**config.mk**
```make
export PLATFORM = sky130hd
export DESIGN_NAME = text_page_renderer
export DESIGN_NICKNAME = d
export VERILOG_FILES = /design/src/rtl/text_page_renderer.sv
export SDC_FILE = /design/constraint.sdc
export NUM_CORES = 1
export LEC_CHECK = 0
export ABC_AREA = 1
export CORE_UTILIZATION = 50
export CTS_CLUSTER_DIAMETER = 50
export DETAILED_ROUTE_END_ITERATION = 16
export GPL_ROUTABILITY_DRIVEN = 0
export PLACE_DENSITY_LB_ADDON = 0.12
export SYNTH_ARGS = -nofsm -noshare
export SYNTH_HDL_FRONTEND = slang
export SYNTH_SLANG_ARGS = --single-unit
export TNS_END_PERCENT = 5
```
**constraint.sdc**
```tcl
create_clock -name clock -period 6.4 [get_ports clock]
set_input_delay 1.28 -clock clock [delete_from_list [all_inputs] [get_ports clock]]
set_output_delay 1.28 -clock clock [all_outputs]
set_load 0.01 [all_outputs]
```
**src/rtl/text_page_renderer.sv**
```systemverilog
// text_page_renderer
//
// Renders a range of character cells from a text RAM into a pixel framebuffer.
// For each character index in [first_index, last_index] the block reads the
// character code and then each glyph row from the font ROM. It writes one
// colour pixel per cycle.
//
// Optional feature macro: TEXT_RENDER_TRANSPARENT_EN
//   defined   - a latched 'transparent' suppresses writes of background pixels
//   undefined - 'transparent' is ignored and every DRAW cycle writes
//
// Ports
//   clock, resetn             clock, asynchronous active-low reset
//   start                     render request, accepted only when idle
//   first_index, last_index   inclusive character index range
//   fg_color, bg_color        colours for glyph bits 1 / 0
//   transparent               skip background pixels (see macro)
//   busy, done                status; done is a one-cycle pulse
//   text_addr, text_data      text RAM read port (1-cycle latency)
//   font_addr, font_data      font ROM read port {code, row} (1-cycle latency)
//   mem_waddr/wdata/wenable   framebuffer write port
//
// CHAR_W and CHAR_H must be powers of two, each at least 2.
module text_page_renderer #(
  parameter int unsigned COLS     = 80,
  parameter int unsigned ROWS     = 60,
  parameter int unsigned CHAR_W   = 8,
  parameter int unsigned CHAR_H   = 8,
  parameter int unsigned SCREEN_W = 640,
  parameter int unsigned ADDR_W   = 19,
  parameter int unsigned COLOR_W  = 3,
  parameter int unsigned IDX_W    = 13
) (
  input  logic                         clock,
  input  logic                         resetn,
  input  logic                         start,
  input  logic [IDX_W-1:0]             first_index,
  input  logic [IDX_W-1:0]             last_index,
  input  logic [COLOR_W-1:0]           fg_color,
  input  logic [COLOR_W-1:0]           bg_color,
  input  logic                         transparent,
  output logic                         busy,
  output logic                         done,
  output logic [IDX_W-1:0]             text_addr,
  input  logic [7:0]                   text_data,
  output logic [7+$clog2(CHAR_H):0]    font_addr,
  input  logic [CHAR_W-1:0]            font_data,
  output logic [ADDR_W-1:0]            mem_waddr,
  output logic [COLOR_W-1:0]           mem_wdata,
  output logic                         mem_wenable
);

  localparam int unsigned RowW = $clog2(CHAR_H);
  localparam int unsigned PxW  = $clog2(CHAR_W);

  localparam logic [IDX_W-1:0]  MaxIdx   = IDX_W'(COLS * ROWS - 1);
  localparam logic [IDX_W-1:0]  ColsI    = IDX_W'(COLS);
  localparam logic [IDX_W-1:0]  ColLast  = IDX_W'(COLS - 1);
  localparam logic [RowW-1:0]   RowLast  = RowW'(CHAR_H - 1);
  localparam logic [PxW-1:0]    PxLast   = PxW'(CHAR_W - 1);
  localparam logic [ADDR_W-1:0] LineStep = ADDR_W'(CHAR_H * SCREEN_W);
  localparam logic [ADDR_W-1:0] WrapStep = ADDR_W'(CHAR_H * SCREEN_W - (COLS - 1) * CHAR_W);
  localparam logic [ADDR_W-1:0] CharStep = ADDR_W'(CHAR_W);
  localparam logic [ADDR_W-1:0] LineW    = ADDR_W'(SCREEN_W);

  typedef enum logic [2:0] {
    StIdle, StSeek, StCharReq, StCharWait, StRowReq, StRowWait, StDraw, StDone
  } state_e;

  state_e               state_q, state_d;
  logic [IDX_W-1:0]     rem_q, rem_d;
  logic [ADDR_W-1:0]    base_q, base_d;
  logic [IDX_W-1:0]     col_q, col_d;
  logic [IDX_W-1:0]     idx_q, idx_d;
  logic [IDX_W-1:0]     last_q, last_d;
  logic [COLOR_W-1:0]   fg_q, fg_d;
  logic [COLOR_W-1:0]   bg_q, bg_d;
  logic [7:0]           char_q, char_d;
  logic [RowW-1:0]      glyph_row_q, glyph_row_d;
  logic [CHAR_W-1:0]    row_bits_q, row_bits_d;
  logic [PxW-1:0]       px_q, px_d;

  logic                 busy_q, busy_d;
  logic                 done_q, done_d;
  logic [IDX_W-1:0]     text_addr_q, text_addr_d;
  logic [7+RowW:0]      font_addr_q, font_addr_d;
  logic [ADDR_W-1:0]    mem_waddr_q, mem_waddr_d;
  logic [COLOR_W-1:0]   mem_wdata_q, mem_wdata_d;
  logic                 mem_wenable_q, mem_wenable_d;

  logic [IDX_W-1:0]     last_clamped;
  logic                 pix_bit;

`ifdef TEXT_RENDER_TRANSPARENT_EN
  logic                 transp_q, transp_d;
`else
  logic                 unused_transparent;
  assign unused_transparent = transparent;
`endif

  assign last_clamped = (last_index > MaxIdx) ? MaxIdx : last_index;

  always_comb begin
    state_d     = state_q;
    rem_d       = rem_q;
    base_d      = base_q;
    col_d       = col_q;
    idx_d       = idx_q;
    last_d      = last_q;
    fg_d        = fg_q;
    bg_d        = bg_q;
    char_d      = char_q;
    glyph_row_d = glyph_row_q;
    row_bits_d  = row_bits_q;
    px_d        = px_q;
`ifdef TEXT_RENDER_TRANSPARENT_EN
    transp_d    = transp_q;
`endif

    unique case (state_q)
      StIdle: begin
        if (start) begin
          rem_d  = first_index;
          idx_d  = first_index;
          base_d = '0;
          last_d = last_clamped;
          fg_d   = fg_color;
          bg_d   = bg_color;
`ifdef TEXT_RENDER_TRANSPARENT_EN
          transp_d = transparent;
`endif
          state_d = (first_index > last_clamped) ? StDone : StSeek;
        end
      end
      // Repeated subtraction finds the text row; one row step per cycle.
      StSeek: begin
        if (rem_q >= ColsI) begin
          rem_d  = rem_q - ColsI;
          base_d = base_q + LineStep;
        end else begin
          col_d   = rem_q;
          base_d  = base_q + (ADDR_W'(rem_q) << PxW);
          state_d = StCharReq;
        end
      end
      StCharReq: state_d = StCharWait;
      StCharWait: begin
        char_d      = text_data;
        glyph_row_d = '0;
        state_d     = StRowReq;
      end
      StRowReq: state_d = StRowWait;
      StRowWait: begin
        row_bits_d = font_data;
        px_d       = '0;
        state_d    = StDraw;
      end
      StDraw: begin
        if (px_q != PxLast) begin
          px_d = px_q + PxW'(1);
        end else if (glyph_row_q != RowLast) begin
          glyph_row_d = glyph_row_q + RowW'(1);
          state_d     = StRowReq;
        end else if (idx_q == last_q) begin
          state_d = StDone;
        end else begin
          idx_d = idx_q + IDX_W'(1);
          if (col_q == ColLast) begin
            col_d  = '0;
            base_d = base_q + WrapStep;
          end else begin
            col_d  = col_q + IDX_W'(1);
            base_d = base_q + CharStep;
          end
          state_d = StCharReq;
        end
      end
      StDone: state_d = StIdle;
      default: state_d = StIdle;
    endcase

    // Outputs are registered from next-state values so they line up with the
    // state they belong to.
    busy_d      = (state_d != StIdle);
    done_d      = (state_d == StDone);
    text_addr_d = (state_d == StCharReq) ? idx_d : text_addr_q;
    font_addr_d = (state_d == StRowReq) ? {char_d, glyph_row_d} : font_addr_q;

    // MSB is leftmost, and CHAR_W is a power of two, so bit CHAR_W-1-px is ~px.
    pix_bit       = row_bits_d[~px_d];
    mem_waddr_d   = mem_waddr_q;
    mem_wdata_d   = mem_wdata_q;
    mem_wenable_d = 1'b0;
    if (state_d == StDraw) begin
      mem_waddr_d = base_d + ADDR_W'(glyph_row_d) * LineW + ADDR_W'(px_d);
      mem_wdata_d = pix_bit ? fg_d : bg_d;
`ifdef TEXT_RENDER_TRANSPARENT_EN
      mem_wenable_d = pix_bit | ~transp_d;
`else
      mem_wenable_d = 1'b1;
`endif
    end
  end

  always_ff @(posedge clock or negedge resetn) begin
    if (!resetn) begin
      state_q       <= StIdle;
      rem_q         <= '0;
      base_q        <= '0;
      col_q         <= '0;
      idx_q         <= '0;
      last_q        <= '0;
      fg_q          <= '0;
      bg_q          <= '0;
      char_q        <= '0;
      glyph_row_q   <= '0;
      row_bits_q    <= '0;
      px_q          <= '0;
      busy_q        <= 1'b0;
      done_q        <= 1'b0;
      text_addr_q   <= '0;
      font_addr_q   <= '0;
      mem_waddr_q   <= '0;
      mem_wdata_q   <= '0;
      mem_wenable_q <= 1'b0;
`ifdef TEXT_RENDER_TRANSPARENT_EN
      transp_q      <= 1'b0;
`endif
    end else begin
      state_q       <= state_d;
      rem_q         <= rem_d;
      base_q        <= base_d;
      col_q         <= col_d;
      idx_q         <= idx_d;
      last_q        <= last_d;
      fg_q          <= fg_d;
      bg_q          <= bg_d;
      char_q        <= char_d;
      glyph_row_q   <= glyph_row_d;
      row_bits_q    <= row_bits_d;
      px_q          <= px_d;
      busy_q        <= busy_d;
      done_q        <= done_d;
      text_addr_q   <= text_addr_d;
      font_addr_q   <= font_addr_d;
      mem_waddr_q   <= mem_waddr_d;
      mem_wdata_q   <= mem_wdata_d;
      mem_wenable_q <= mem_wenable_d;
`ifdef TEXT_RENDER_TRANSPARENT_EN
      transp_q      <= transp_d;
`endif
    end
  end

  assign busy        = busy_q;
  assign done        = done_q;
  assign text_addr   = text_addr_q;
  assign font_addr   = font_addr_q;
  assign mem_waddr   = mem_waddr_q;
  assign mem_wdata   = mem_wdata_q;
  assign mem_wenable = mem_wenable_q;

endmodule

```
======== Word-level counts from Yosys, hierarchy flattened ========
Index checks and enable logic that the tools add are counted.
Widths: inputs -> output; s select.
cells by class
  equal/unequal tests ..................... 21
  $add $sub $neg .......................... 11
  $lt $le $gt $ge ......................... 4
  muxes and demuxes ....................... 44
  bitwise operators ....................... 1
  multipliers ............................. 1
  reduce and logical (&&, ||, !) cells .... 7
operators with widths
  operator                number
  $mux 13                 12
  $mux 19                 6
  $pmux 13 s2             3
  $pmux 19 s3             1
  $mux 3                  14
  $add 19x13->19 const B  2
  $add 13x1->13 const B   2
  $pmux 3 s8              1
  $eq 3x3->1 const B      7
  $add 19x13->19          1
  $add 19x16->19          1
  $add 19x3->19           1
  $add 19x4->19 const B   1
  $mux 8                  2
  $eq 13x13->1            1
  $eq 13x7->1 const B     1
  $ge 13x7->1 const B     1
  $gt 13x13->1            1
  $gt 13x13->1 const B    1
  $sub 13x7->13 const B   1
  $ne 2x2->1 const B      6
  $pmux 3 s2              2
  $eq 3x2->1 const B      3
  $add 3x1->3 const B     2
  13 further kinds        16
word-level totals
  output and inout bits ................... 49
  input bits .............................. 52
  register bits ........................... 151

======== Depth between registers and ports, before layout ========
  word-level depth ........................ 8
  depth in mapped cells ................... 27
  depth with buffers taken out ............ 26

======== Worst setup path after synthesis ========
OpenSTA, ideal clock, no wires.
  path kind ............................... input port to flip-flop
  start ................................... input start
  end ..................................... register mem_waddr_q[16], in the netlist mem_waddr[16]
  arrival ................................. 3.641 ns
  setup slack ............................. 2.642 ns
  cell stages on the path ................. 19
  data required time ...................... 6.283 ns
  path buffers ............................ 3
  cell sequence ........................... nand2_1 > clkbuf_1 > clkbuf_1 > clkbuf_1 > nand2_1 > inv_1 > ha_1 > inv_1 > fa_1 > o21ai_0 > nand2_2 > inv_1 > nand3_1 > nand2_1 > nand2_1 > nand2_1 > nand2_1 > nand3_1 > nand2_1
on the way
  word-level cells in the longest chain between the ends .. 4
ends and longest elaborated chain
  what                  line  source
  from (decl)           36    input logic start,
  $mux 19               122   if (start) begin
  $pmux 19 s3           120   unique case (state_q)
  named net base_d[0]   72    logic [ADDR_W-1:0] base_q, base_d;
  $add 19x13->19        195   mem_waddr_d = base_d + ADDR_W'(glyph_row_d) * LineW + ADDR_W'(px_d);
  $add 19x3->19         195
  to (signal assigned)  246   mem_waddr_q <= mem_waddr_d;
  to (decl)             87    logic [ADDR_W-1:0] mem_waddr_q, mem_waddr_d;
The timed path passes the listed nets, and every way through them passes these cells.
A chain may end at the register's enable or synchronous reset.

======== Worst setup path in the final report ========
  start ................................... register col_q[0]
  end ..................................... register mem_waddr_q[13], in the netlist mem_waddr[13]
on the way
  word-level cells in the longest chain between the ends .. 8
ends and longest elaborated chain
  what                    line  source
  from (decl)             73    logic [IDX_W-1:0] col_q, col_d;
  from (signal assigned)  233   col_q <= col_d;
  $eq 13x7->1             168   if (col_q == ColLast) begin
  $mux 19                 168
  $mux 19                 164   end else if (idx_q == last_q) begin
  $mux 19                 161   end else if (glyph_row_q != RowLast) begin
  $mux 19                 159   if (px_q != PxLast) begin
  $pmux 19 s3             120
  named net base_d[12]    72
  $add 19x13->19          195
  $add 19x3->19           195
The timed path passes the listed nets, and every way through them passes these cells.

==> results.yml <==
synthesis:
  synthFlopType: "dfrtp_1"
  synthArstFlopShare: 1.00
  yosys.area.top_type_share: 0.394
  synth_edf_count: 0
  synth.net_count: 1373
  synth.avg_cell_area_um2: 7.55
  synth_area_um2: 9590
  ys_warn_count: 0
  yosys-top-cells-area: "dfrtp_1 39%, nand2_1 14%, ha_1 6.4%"
  synth_seq_cells: 151
  synth_seq_area_share: 0.394
  synth.distinct_cells: 62
  syn_inst: 1270
  synth_top_cell_by_area: "dfrtp_1"
sta:
  maxSlewViolCount: 0
  skew_ns: 0.0113
  max_freq_ghz: 0.214
  max-slew-margin-rel: 0.189
  hold_viol_final: 0
  setup_ws_ns: 1.72
  rsz0062_at_grt: "false"
  setup_viol: 0
  worst_pin_slew_ns: 1.21
  fin_crit_ns: 4.68
  period_share: 0.731
  tns_ns: 0
power_and_ir_drop:
  power.leakage_uw: 0.00549
  p_switching_uw: 496
  pwr-share-clk: 0.480
  pwr-share-comb: 0.047
  p_int_uw: 1530
  peakVddDrop_uv: 183
  power_density_nw_per_um2: 179
  pwr-share-seq: 0.473
  p_sw_frac: 0.245
worst_setup_path:
  crit_type: "reg -> reg"
  cp-end-kind: "register"
  cp-startpoint: "col_q[0]"
  crit_family: "simple AND/OR/NAND/NOR gates"
  cp.required_ns: 6.72
  slowest_delay_ns: 0.92
  arrival_ns: 5.00
  start_kind: "register"
  worstReg2RegStart: "col_q[0]"
  worstPathMaxFanout: 6
  worstPathCellList: "ha_1 -> nand2_1 -> nor2_1 -> nand3_1 -> nor4_1 -> ha_1 -> nand4_1 -> o21bai_1 -> nand2_1 -> nor2_1 -> o21ai_0 -> o211ai_1 -> o221ai_1 -> ha_1 -> a21oi_1 -> o21ai_0 -> a21oi_1 -> nand2_2 -> or2_1 -> nand3_1 -> nand2_1"
  crit_slowest_cell: "nor4_1"
  cp.buffers_inverters: 0
global_route:
  grt-ovfl-total: 0
  grtUsageMet3: 0.0383
  met1_usage: 0.355
  met2_usage: 0.432
  grt_max_degree: 63
  antenna_found_initial: 0
  grt_pass1_wl_mm: 40.9
  grt.busiest_layer: "met2"
  grt_use_total: 0.262
  grt_pass1_vias: 8307
die:
  ios: 101
  initial_utilization: 0.511
  die_w_um: 140
  coreArea_um2: 18800
  die-area_um2: 19700
  row_count: 50
  chipHeight_um: 140
clock_tree:
  numClockSinks: 151
  worst_setup_hold_path_clk_slew_ns: 0.07
  clk_path_buf_depth: 2
  cts_root_buf: "clkbuf_16"
  cts_resized: 0
  cts_made_buffers: 17
  insertion_delay_ns: 0.44
  htreeDepth: 4
  hold_buffers: 0
  cts_tree: "built"
  cts_setup_buffers: 0
detailed_routing:
  ant_nets: 0
  drt_iter0_markers: 604
  vias: 8742
  wl_per_cell_um: 15.1
  drtPass1Iterations: 5
  routed_wl_mm: 24.4
  drc: 0
  via_per_inst: 5.43
finish:
  drive_gt1_frac: 0.0756
  fin_nets: 1465
  n_antenna_cell: 0
  syn2layout_area_growth_pct: 18.2
  layout_common_cells: "369 x nand2_1, 151 x dfrtp_1, 138 x inv_1"
  final_common_cell: "nand2_1"
placement:
  place_worst_setup_slack_ns: 1.81
  hpwl_mm: 17.9
  io_buffers: 99
run_status:
  status: "complete, no violations"
job:
  max-cap-violations: 0
min_path:
  holdCritPathClass: "reg -> reg"
  hp-start: "char_q[2]"
synth_stat cells (3+ instances only):
cell,number
nand2_1,369
dfrtp_1,151
inv_1,138
o21ai_0,89
nor2_1,88
nand3_1,75
a21oi_1,62
ha_1,49
clkbuf_1,19
a31oi_1,18
o21ai_1,18
o211ai_1,14
xor2_1,14
inv_2,13
nor3_1,13
xnor2_1,10
nand4_1,9
buf_2,8
nand2_2,8
nand3_2,7
nand3b_1,7
a22oi_1,6
nor2_2,6
or2_2,6
o2111ai_1,5
mux2i_1,4
nor2_4,4
nor4_1,4
o21bai_1,4
o221ai_1,4
nor3_2,3
o211ai_2,3
o21a_1,3
o22ai_1,3
registers in the layout (all words and copies together) (netlist names), 3 cells and up:
register / flops
idx_q: 13
state_q: 3
mem_wdata: 3
rem_q: 13
mem_waddr: 19
bg_q: 3
row_bits_q: 8
char_q: 8
last_q: 13
glyph_row_q: 3
text_addr: 13
font_addr: 11
col_q: 13
base_q: 19
px_q: 3
fg_q: 3
per-layer routing:
layer,wire [um],share of wire
met4,504,0.021
met1,11600,0.48
met5,0,0
met3,1000,0.041
met2,11200,0.46
power by group through the flow:
stage,Sequential (uW),Combinational [uW],Clock [uW]
floorplan,977,29.2,0
global placement,977,94.7,0
detailed placement,977,96.1,0
CTS,959,96.6,990
global route,959,106,1030
finish,959,94.3,973
worst reg2reg max path, delay by kind of cell, from the launching register on:
kind	cells	cell delay [ns]
simple gates	11	2.12
compound gates	7	1.12
flops	1	0.40
fa+ha+maj	3	0.95
layout make-up:
cell class | count | area (um2)
inverters | 151 | 567
fillers | 1774 | 7440
clock inverters | 13 | 115
repair buffers | 104 | 1030
multi-input cells | 937 | 5090
clock buffers | 19 | 453
flip-flops and latches | 151 | 3780
well taps | 234 | 293
cells by family after synthesis:
group / Yosys count / share of synthesized area
and+or+nand+nor: 611 / 0.282
AOI/OAI and AO/OA: 246 / 0.153
buffers and inverters: 182 / 0.0747
DFF: 151 / 0.394
adders and majority gates: 51 / 0.0681
xor gates and xnor gates: 24 / 0.0219
muxes: 5 / 0.00535
worst paths after layout:
kind                                 end  slack, ns  cells past startpoint
setup reg to reg           mem_waddr[13]       1.72                     21
setup / recovery           mem_waddr[13]       1.72                     21
hold / removal                 char_q[2]       0.46                      2
max in group asynchronous      base_q[5]       4.49                      2
hold reg to reg                char_q[2]       0.46                      2
min in group asynchronous      col_q[11]       0.75                      1
per-stage QoR:
stage	cell area, um2	hold WS [ns]	cells	util	power, uW
final	11300	0.464	1609	0.604	2030
after global routing	11300	0.490	1609	0.604	2090
after CTS	11300	0.469	1609	0.604	2050
after detailed placement	10800	0.457	1577	0.573	1070
after global placement	10800	0.448	1577	0.573	1070
after floorplan	9590	0.434	1270	-	1010
Note: power is estimated with default switching activity, not from simulation.
